`config.mk`:
```
export PLATFORM = sky130hd
export DESIGN_NAME = apb_master
export DESIGN_NICKNAME = d
export VERILOG_FILES = /design/src/rtl/apb_master_pkg.sv /design/src/rtl/apb_cmd_fifo.sv /design/src/rtl/apb_master.sv
export SDC_FILE = /design/constraint.sdc
export NUM_CORES = 1
export LEC_CHECK = 0
export CELL_PAD_IN_SITES_DETAIL_PLACEMENT = 1
export CELL_PAD_IN_SITES_GLOBAL_PLACEMENT = 2
export CORE_ASPECT_RATIO = 1.25
export CORE_MARGIN = 3
export CORE_UTILIZATION = 41
export CTS_BUF_LIST = sky130_fd_sc_hd__clkbuf_4 sky130_fd_sc_hd__clkbuf_8 sky130_fd_sc_hd__clkbuf_16
export DETAILED_ROUTE_END_ITERATION = 10
export PLACE_DENSITY_LB_ADDON = 0.1
export SYNTH_ARGS = -nofsm -noshare
export SYNTH_HDL_FRONTEND = slang
export SYNTH_SLANG_ARGS = --single-unit
```
`constraint.sdc`:
```
create_clock -name clk_apb -period 4.1 [get_ports clk_apb]
set_input_delay 0.41 -clock clk_apb [delete_from_list [all_inputs] [get_ports clk_apb]]
set_output_delay 0.41 -clock clk_apb [all_outputs]
set_load 0.005 [all_outputs]
```
`src/rtl/apb_master_pkg.sv`:
```
// Shared types and width helpers for the APB master and its command FIFO.
package apb_master_pkg;

   typedef enum logic [1:0] {
      ST_IDLE   = 2'd0,
      ST_SETUP  = 2'd1,
      ST_ACCESS = 2'd2
   } state_t;

   localparam int DATA_W = 32;
   localparam int TMO_W  = 16;

   // One extra address bit so that address NBR_REGS (send-reg-bank) is reachable.
   function automatic int addr_w(input int nbr_regs);
      return $clog2(nbr_regs) + 1;
   endfunction

   // Command word layout: {write, addr, wdata}.
   function automatic int cmd_w(input int a_w);
      return 1 + a_w + DATA_W;
   endfunction

endpackage

```
`src/rtl/apb_cmd_fifo.sv`:
```
// Synchronous command FIFO; exposes the head and the entry behind it so the
// master can chain a new SETUP straight out of a completing ACCESS.
module apb_cmd_fifo #(
   parameter  int DEPTH = 4,
   parameter  int WIDTH = 39,
   localparam int PTR_W = $clog2(DEPTH),
   localparam int CNT_W = PTR_W + 1
) (
   input  logic             clk_apb,
   input  logic             rst,
   input  logic             i_push,
   input  logic [WIDTH-1:0] i_din,
   input  logic             i_pop,
   output logic             o_full,
   output logic             o_empty,
   output logic [WIDTH-1:0] o_head,
   output logic [WIDTH-1:0] o_head2,
   output logic [CNT_W-1:0] o_count
);

   localparam logic [PTR_W-1:0] PTR_MASK = PTR_W'(DEPTH - 1);
   localparam logic [PTR_W-1:0] PTR_ONE  = PTR_W'(1);
   localparam logic [CNT_W-1:0] CNT_ONE  = CNT_W'(1);
   localparam logic [CNT_W-1:0] CNT_FULL = CNT_W'(DEPTH);

   logic [WIDTH-1:0] r_mem [DEPTH];
   logic [PTR_W-1:0] r_wr_ptr;
   logic [PTR_W-1:0] r_rd_ptr;
   logic [CNT_W-1:0] r_count;
   logic             w_push;
   logic             w_pop;

   assign o_full  = (r_count == CNT_FULL);
   assign o_empty = (r_count == '0);
   assign o_count = r_count;
   assign w_push  = i_push & ~o_full;
   assign w_pop   = i_pop & ~o_empty;

   // NOTE: state registers use non-blocking assignments so every flop samples pre-edge values.
   always_ff @(posedge clk_apb) begin
      if (rst) begin
         r_wr_ptr <= '0;
         r_rd_ptr <= '0;
         r_count  <= '0;
      end else begin
         if (w_push) r_wr_ptr <= (r_wr_ptr + PTR_ONE) & PTR_MASK;
         if (w_pop)  r_rd_ptr <= (r_rd_ptr + PTR_ONE) & PTR_MASK;
         case ({w_push, w_pop})
            2'b10:   r_count <= r_count + CNT_ONE;
            2'b01:   r_count <= r_count - CNT_ONE;
            default: r_count <= r_count;
         endcase
      end
   end

   // NOTE: storage is not reset; the occupancy counter alone decides which entries are valid.
   always_ff @(posedge clk_apb) begin
      if (w_push) r_mem[r_wr_ptr] <= i_din;
   end

   assign o_head  = r_mem[r_rd_ptr];
   assign o_head2 = r_mem[(r_rd_ptr + PTR_ONE) & PTR_MASK];

endmodule

```
`src/rtl/apb_master.sv`:
```
// APB initiator: queues host commands, runs SETUP/ACCESS transfers in order,
// aborts on pready timeout and returns one registered response per command.
module apb_master
   import apb_master_pkg::*;
#(
   parameter  int NBR_REGS       = 32,
   parameter  int CMD_FIFO_DEPTH = 4,
   parameter  int TIMEOUT_CYCLES = 255,
   localparam int ADDR_W         = addr_w(NBR_REGS)
) (
   input  logic              clk_apb,
   input  logic              rst,
   input  logic              cmd_valid,
   output logic              cmd_ready,
   input  logic              cmd_write,
   input  logic [ADDR_W-1:0] cmd_addr,
   input  logic [DATA_W-1:0] cmd_wdata,
   output logic [ADDR_W-1:0] paddr,
   output logic              pwrite,
   output logic              psel,
   output logic              penable,
   output logic [DATA_W-1:0] pwdata,
   input  logic              pready,
   input  logic [DATA_W-1:0] prdata,
   output logic              rsp_valid,
   output logic              rsp_write,
   output logic [DATA_W-1:0] rsp_rdata,
   output logic              rsp_timeout,
   output logic              busy
);

   localparam int             CMD_W   = cmd_w(ADDR_W);
   localparam int             FCNT_W  = $clog2(CMD_FIFO_DEPTH) + 1;
   localparam logic [TMO_W-1:0] TO_LAST = TMO_W'(TIMEOUT_CYCLES - 1);
   localparam logic [TMO_W-1:0] TO_ONE  = TMO_W'(1);

   state_t             r_state;
   logic               r_psel;
   logic               r_penable;
   logic               r_pwrite;
   logic [ADDR_W-1:0]  r_paddr;
   logic [DATA_W-1:0]  r_pwdata;
   logic [TMO_W-1:0]   r_cnt;
   logic               r_rsp_valid;
   logic               r_rsp_write;
   logic [DATA_W-1:0]  r_rsp_rdata;
   logic               r_rsp_timeout;
   logic               r_busy;

   state_t             w_state_nxt;
   logic               w_psel_nxt;
   logic               w_penable_nxt;
   logic               w_pwrite_nxt;
   logic [ADDR_W-1:0]  w_paddr_nxt;
   logic [DATA_W-1:0]  w_pwdata_nxt;
   logic [TMO_W-1:0]   w_cnt_nxt;
   logic               w_rsp_valid_nxt;
   logic               w_rsp_write_nxt;
   logic [DATA_W-1:0]  w_rsp_rdata_nxt;
   logic               w_rsp_timeout_nxt;
   logic               w_busy_nxt;

   logic               w_push;
   logic               w_pop;
   logic               w_full;
   logic               w_empty;
   logic               w_more;
   logic [FCNT_W-1:0]  w_count;
   logic [CMD_W-1:0]   w_cmd_in;
   logic [CMD_W-1:0]   w_head;
   logic [CMD_W-1:0]   w_head2;
   logic [CMD_W-1:0]   w_load;
   logic               w_ld_write;
   logic [ADDR_W-1:0]  w_ld_addr;
   logic [DATA_W-1:0]  w_ld_wdata;

   assign w_cmd_in  = {cmd_write, cmd_addr, cmd_wdata};
   assign w_push    = cmd_valid & ~w_full;
   assign cmd_ready = ~w_full;

   apb_cmd_fifo #(
      .DEPTH (CMD_FIFO_DEPTH),
      .WIDTH (CMD_W)
   ) u_cmd_fifo (
      .clk_apb (clk_apb),
      .rst     (rst),
      .i_push  (w_push),
      .i_din   (w_cmd_in),
      .i_pop   (w_pop),
      .o_full  (w_full),
      .o_empty (w_empty),
      .o_head  (w_head),
      .o_head2 (w_head2),
      .o_count (w_count)
   );

   // Completing in ACCESS pops the head, so the follow-on command is the second entry.
   assign w_more = (w_count > FCNT_W'(1));
   assign w_load = (r_state == ST_ACCESS) ? w_head2 : w_head;
   assign {w_ld_write, w_ld_addr, w_ld_wdata} = w_load;

   assign w_busy_nxt = ~w_empty | (r_state != ST_IDLE);

   // NOTE: every output of this block is defaulted first so no path can infer a latch.
   always_comb begin
      w_state_nxt       = r_state;
      w_psel_nxt        = r_psel;
      w_penable_nxt     = r_penable;
      w_pwrite_nxt      = r_pwrite;
      w_paddr_nxt       = r_paddr;
      w_pwdata_nxt      = r_pwdata;
      w_cnt_nxt         = r_cnt;
      w_rsp_valid_nxt   = 1'b0;
      w_rsp_write_nxt   = r_rsp_write;
      w_rsp_rdata_nxt   = r_rsp_rdata;
      w_rsp_timeout_nxt = r_rsp_timeout;
      w_pop             = 1'b0;

      unique case (r_state)
         ST_IDLE: begin
            if (!w_empty) begin
               w_pwrite_nxt  = w_ld_write;
               w_paddr_nxt   = w_ld_addr;
               w_pwdata_nxt  = w_ld_wdata;
               w_psel_nxt    = 1'b1;
               w_penable_nxt = 1'b0;
               w_state_nxt   = ST_SETUP;
            end
         end

         ST_SETUP: begin
            w_penable_nxt = 1'b1;
            w_cnt_nxt     = '0;
            w_state_nxt   = ST_ACCESS;
         end

         ST_ACCESS: begin
            if (pready) begin
               w_pop             = 1'b1;
               w_rsp_valid_nxt   = 1'b1;
               w_rsp_write_nxt   = r_pwrite;
               w_rsp_timeout_nxt = 1'b0;
               w_rsp_rdata_nxt   = r_pwrite ? '0 : prdata;
               if (w_more) begin
                  w_pwrite_nxt  = w_ld_write;
                  w_paddr_nxt   = w_ld_addr;
                  w_pwdata_nxt  = w_ld_wdata;
                  w_penable_nxt = 1'b0;
                  w_state_nxt   = ST_SETUP;
               end else begin
                  w_psel_nxt    = 1'b0;
                  w_penable_nxt = 1'b0;
                  w_state_nxt   = ST_IDLE;
               end
            end else if (r_cnt == TO_LAST) begin
               w_pop             = 1'b1;
               w_rsp_valid_nxt   = 1'b1;
               w_rsp_write_nxt   = r_pwrite;
               w_rsp_timeout_nxt = 1'b1;
               w_rsp_rdata_nxt   = '0;
               w_psel_nxt        = 1'b0;
               w_penable_nxt     = 1'b0;
               w_state_nxt       = ST_IDLE;
            end else begin
               w_cnt_nxt = r_cnt + TO_ONE;
            end
         end

         default: begin
            w_psel_nxt    = 1'b0;
            w_penable_nxt = 1'b0;
            w_state_nxt   = ST_IDLE;
         end
      endcase
   end

   always_ff @(posedge clk_apb) begin
      if (rst) begin
         r_state       <= ST_IDLE;
         r_psel        <= 1'b0;
         r_penable     <= 1'b0;
         r_pwrite      <= 1'b0;
         r_paddr       <= '0;
         r_pwdata      <= '0;
         r_cnt         <= '0;
         r_rsp_valid   <= 1'b0;
         r_rsp_write   <= 1'b0;
         r_rsp_rdata   <= '0;
         r_rsp_timeout <= 1'b0;
         r_busy        <= 1'b0;
      end else begin
         r_state       <= w_state_nxt;
         r_psel        <= w_psel_nxt;
         r_penable     <= w_penable_nxt;
         r_pwrite      <= w_pwrite_nxt;
         r_paddr       <= w_paddr_nxt;
         r_pwdata      <= w_pwdata_nxt;
         r_cnt         <= w_cnt_nxt;
         r_rsp_valid   <= w_rsp_valid_nxt;
         r_rsp_write   <= w_rsp_write_nxt;
         r_rsp_rdata   <= w_rsp_rdata_nxt;
         r_rsp_timeout <= w_rsp_timeout_nxt;
         r_busy        <= w_busy_nxt;
      end
   end

   assign psel        = r_psel;
   assign penable     = r_penable;
   assign pwrite      = r_pwrite;
   assign paddr       = r_paddr;
   assign pwdata      = r_pwdata;
   assign rsp_valid   = r_rsp_valid;
   assign rsp_write   = r_rsp_write;
   assign rsp_rdata   = r_rsp_rdata;
   assign rsp_timeout = r_rsp_timeout;
   assign busy        = r_busy;

endmodule
```
Word level (Yosys, flattened, before mapping)
Memories as Yosys holds them, arrays and structs flattened. A register that Yosys moved wholly into a read port is not among the register bits.
Index checks and enable logic that the tools add are counted.

storage, ports and cells
  register bits = 102
  bits in latches = 0
  RAM bits = 156
  ROM bits = 0
  input port bits = 75
  output and inout bits = 78
  logic and storage cells = 98
  memories = 1

memory list
  name              depth  bits a word  read ports  clocked after Yosys merged registers in  write ports  RTL line            text
  u_cmd_fifo.r_mem  4      39           2           1                                        1            apb_cmd_fifo.sv:26  logic [WIDTH-1:0] r_mem [DEPTH];

operators by class
  add/sub/neg operators = 5
  multipliers = 0
  div/mod/pow operators = 0
  order comparisons = 1
  equality and inequality tests = 13
  shifts and indexed selects = 0
  mux-type cells = 44
  bitwise logic cells = 7
  reductions and logical operators = 12

operators with widths
  kind                   count
  $mux 32                6
  $pmux 32 s2            1
  $mux 39                1
  $mux 16                2
  $pmux 16 s2            1
  $mux 1                 19
  $mux 6                 3
  $add 16x1->16 const B  1
  $eq 16x8->1 const B    1
  $pmux 6 s2             1
  $mux 2                 5
  $ne 2x2->1 const B     5
  $reduce_bool 2->1      5
  $reduce_and 4->1       2
  $pmux 1 s3             2
  $pmux 2 s3             1
  $pmux 3 s2             1
  $add 2x1->2 const B    2
  $eq 2x1->1 const B     2
  $eq 2x2->1 const B     2
  $reduce_and 2->1       2
  $add 3x1->3 const B    1
  $and 1x1->1            3
  $eq 3x3->1 const B     1
  other kinds (10)       12

Depth between registers and ports, before layout
  word-level depth = 7
  gate-level depth with buffers = 13
  mapped depth without buffers = 10

Cells and area by module
A second synthesis with hierarchy kept.

unflattened totals
  cells, all modules = 737
  area total of the unflattened synthesis = 10938.0 sq um

by module, submodules not included
  module        times used  cells each  area each (sq um)  sequential area each (sq um)
  apb_cmd_fifo  1           306         7094.3             4864.7
  apb_master    1           431         3843.7             1881.8

Worst setup path before layout
OpenSTA, ideal clock, no wires.

  path type = register -> register
  start point = reg r_cnt[0]
  end point = reg u_cmd_fifo.r_count[2], in the netlist u_cmd_fifo.o_count[2]
  arrival time = 2737 ps
  required time = 4029 ps
  slack = 1292 ps
  cell stages (with the launch flop) = 13
  buffers on the path = 3
  clock period less this slack = 2808 ps
  cells stage by stage = dfxtp_1 > inv_1 > ha_1 > and4b_1 > and4_1 > clkbuf_1 > o21ai_1 > clkbuf_1 > buf_2 > nor2_1 > ha_1 > or3_1 > a21oi_1

on the way
  cells in the longest elaborated chain, start to end = 7
  elaborated cells on any way between the ends = 9
  classes of those cells = eq/ne (3); mux (4); bitwise (1); reduce/logical (1)

ends and longest elaborated chain
  what                                                    RTL line            text
  start: declaration                                      apb_master.sv:43    logic [TMO_W-1:0] r_cnt;
  start signal: assignment                                apb_master.sv:198   r_cnt <= w_cnt_nxt;
  $eq 16x8->1 *                                           apb_master.sv:155   end else if (r_cnt == TO_LAST) begin
  $mux 1 *                                                apb_master.sv:155
  $mux 1 *                                                apb_master.sv:138   if (pready) begin
  $mux 1 *                                                --
  $and 1x1->1 *                                           apb_cmd_fifo.sv:37  assign w_pop = i_pop & ~o_empty;
  named net u_cmd_fifo.w_pop                              apb_cmd_fifo.sv:31  logic w_pop;
  $eq 2x1->1 / $eq 2x2->1 (equally long branches)         apb_cmd_fifo.sv:48  case ({w_push, w_pop})
  $pmux 3 s2 / $reduce_bool 2->1 (equally long branches)  --
  end signal: assignment                                  apb_cmd_fifo.sv:49  2'b10: r_count <= r_count + CNT_ONE;
  end signal: assignment                                  apb_cmd_fifo.sv:50  2'b01: r_count <= r_count - CNT_ONE;
  end signal: assignment                                  apb_cmd_fifo.sv:51  default: r_count <= r_count;
  end: declaration                                        apb_cmd_fifo.sv:29  logic [CNT_W-1:0] r_count;

Mark *: on every way through the listed nets, which the timed path passes. The rest lies on a longest branch.
A chain may end at the register's enable or synchronous reset.

Worst setup path in the final report
  start point = reg r_cnt[10]
  end point = reg u_cmd_fifo.r_count[2], in the netlist u_cmd_fifo.o_count[2]

Same word-level chain as after synthesis.

==> impl_metrics.yaml <==
synthesis:
  synth.distinct_cells: 47
  synth_edf_count: 156
  synth.avg_cell_area_um2: 13.9
  synthesis.area_um2: 11400
  yosys.area.top_type_share_pct: 41.1
  syn_inst: 820
  synthesis.nets: 906
  synth-main-ff-cell: "edfxtp_1"
  synth_warnings: 0
  async_reset_ff_share_pct: 0
  synth-seq-cells: 259
  synth_area_leaders: "edfxtp_1, dfxtp_1, mux4_2"
  synth_top_area_cell: "edfxtp_1"
  ys_seq_area_share_pct: 59.2
sta:
  period_share_pct: 66.3
  whs_ns: 0.441
  setup_viol: 0
  timing_hold_violations_final: 0
  min_period_ns: 2.72
  final.setup.tns_ns: 0
  slew_violations: 0
  timing.final.ws_setup_ns: 1.38
  max_freq_ghz: 0.368
  rsz0062_at_grt: "no"
  slew_headroom_pct: 28.7
  tightest_slew_ns: 1.07
  skew_ns: 0.0176
grt:
  grt_max_degree: 95
  track_usage_pct: 19.4
  grt-ovfl-total: 0
  antenna_found_initial: 1
  grt_pass1_wl_um: 45600
  grt_pass1_vias: 8228
setup_path:
  rr_worst_depth: 7
  cp.required_ns: 4.55
  crit_path_start: "r_cnt[10]"
  cp_max_fo: 27
  worstPathArrival_ns: 3.17
  slowest_delay_ns: 0.86
  slowest_stage: "and4_1"
  end_kind: "flop"
  rr_startpoint: "r_cnt[10]"
  crit_type: "flop to flop"
  crit_path_start_kind: "flop"
  critical_path.cell_chain: "nor4_1 -> and4_1 -> o21ai_4 -> nor2_1 -> ha_1 -> or3_1 -> a21oi_1"
floorplanning:
  die_h_um: 192
  start_util_pct: 42.1
  io_pins: 153
  die_w_um: 155
  dieArea_um2: 29800
  core_um2: 27100
  rows: 67
cts:
  cts_root_buf: "clkbuf_16"
  cts_sinks: 259
  cts.repair.resized: 0
  cts_setup_buffers: 0
  cts_hold_buf: 0
  cts_tree: "yes"
  clk_path_buf_depth: 3
  ctsHtreeMaxLevel: 1
  clk_pin_slew_worst_paths_ns: 0.06
  numCtsBuffers: 27
  clk-insertion-delay-late_ns: 0.53
min_path:
  whs_path_depth: 3
  hold_path.startpoint: "prdata[0]"
  hold_path.class: "input port to flop"
placement:
  io_buffers: 152
  gp_congestion: 0.726
  pre_cts_slack_ns: 1.28
  hpwl_um: 17700
finish:
  seqCellArea_um2: 6760
  nFillCells: 2665
  area_growth_pct: 24.3
  diodes: 0
  final_core_utilization_pct: 52.3
  multi_input_area_um2: 4230
  drive_above_1_share_pct: 16.1
  nNetsFinal: 1033
routing:
  drtAntennaViolNets: 0
  drt_pass1_iterations: 5
  avgRoutedWirePerCell_um: 22.7
  vias: 7647
  drt_wl_total_um: 29700
  drc: 0
  drtIter0Drc: 383
  vias_per_cell: 5.83
pwr:
  p_leak_nw: 4.91
  power_density_nw_per_um2: 471
  vdd_ir_drop_max_mv: 0.382
job:
  drv_cap: 0
outcome:
  status: "finished, final reports clean"
worst paths after layout:
path                            to  slack, ns
max          u_cmd_fifo.o_count[2]       1.38
min                   rsp_rdata[0]       0.44
max reg2reg  u_cmd_fifo.o_count[2]       1.38
min reg2reg              pwdata[9]       0.47
metal layers:
layer  track usage [%]  vias to the layer above  routed length [µm]
li1                  -                     3407                   -
met1              23.7                     3989               12000
met2              36.4                      212               15800
met3              2.89                       37                1520
met4              3.81                        2                 399
met5                 0                        -                  13
cell usage in the layout (no fill, tap or decap), types with 3 or more instances in the layout:
cell and instances:
clkbuf_16 27, ha_1 11, and4_1 4, nand4_1 3, nand2b_1 34, mux2i_1 34
nor3_1 3, o21ai_0 11, nand2_1 74, nor2_1 16, and2_2 5, inv_1 50
a22oi_1 38, clkbuf_4 5, clkinv_1 4, clkinv_2 3, dfxtp_1 99, a211oi_1 3
clkdlybuf4s50_1 151, edfxtp_1 156, a221oi_1 38, a21oi_1 19, bufinv_16 4, or3_1 4
nor2b_1 4, nand3_1 9, o31ai_1 11, clkbuf_8 5, or4_1 12, mux4_2 78
buf_4 14
cells by family (layout without fill, tap and decap cells):
| family | Yosys count | in the layout | synth area share, % |
|---|---|---|---|
| xor gates and xnor gates | 3 | 3 | 0.231 |
| muxes | 114 | 114 | 18.6 |
| adders and majority gates | 11 | 11 | 1.21 |
| AOI/OAI and AO/OA | 131 | 131 | 8.36 |
| buffers and inverters | 117 | 264 | 3.99 |
| DFF | 259 | 259 | 59.2 |
| and+or+nand+nor | 185 | 185 | 8.40 |
stage by stage:
step	cells	cell area [µm²]	power, mW
final	1312	14200	6.67
after global routing	1312	14200	6.96
after CTS	1312	14200	6.77
after detailed placement	1263	13200	4.19
after global placement	1263	13200	4.15
after floorplan	820	11400	3.65
synthesized netlist by cell type, types with 3 or more instances:
cell type	instances
nand4_1	3
or4_1	12
nor2b_1	5
ha_1	11
buf_1	7
a221oi_1	38
buf_2	12
clkbuf_1	48
a211oi_1	3
and4_1	4
nor2_1	16
nand3_1	9
a22oi_1	38
nor3_1	3
or3_1	4
nand2b_1	35
a21oi_1	19
o21ai_0	11
edfxtp_1	156
nand2_1	74
and2_1	6
dfxtp_1	103
o31ai_1	11
mux2i_1	34
inv_1	50
mux4_2	78
flip-flops by register name, summed over array words and instances, names as in the netlist, named ones only:
register	flops
rsp_valid	1
r_cnt	16
u_cmd_fifo.r_mem	156
paddr	6
psel	1
busy	1
u_cmd_fifo.o_count	3
pwrite	1
u_cmd_fifo.r_wr_ptr	2
r_state	2
u_cmd_fifo.r_rd_ptr	2
rsp_timeout	1
pwdata	32
rsp_write	1
rsp_rdata	32
where the power goes:
part           internal [mW]  switching [mW]  leakage, nW
clock network           1.58           0.975        0.466
registers               2.96           0.140         2.28
logic                  0.526           0.490         2.17
total                   5.06            1.60         4.91
area by class of cell:
class | instances | area share (%)
flip-flops and latches | 259 | 47.7
multi-input cells | 444 | 29.9
repair buffers | 165 | 11.4
clock buffers | 37 | 5.52
well taps | 345 | 3.05
inverters | 50 | 1.33
clock inverters | 12 | 1.11
critical path: cells and delay by family (launching register included):
kind	cells	cell delay, ns
adders and majority gates	1	0.29
and+or+nand+nor	4	1.78
AOI/OAI and AO/OA	2	0.21
DFF	1	0.34
(Power assumes the default switching activity.)
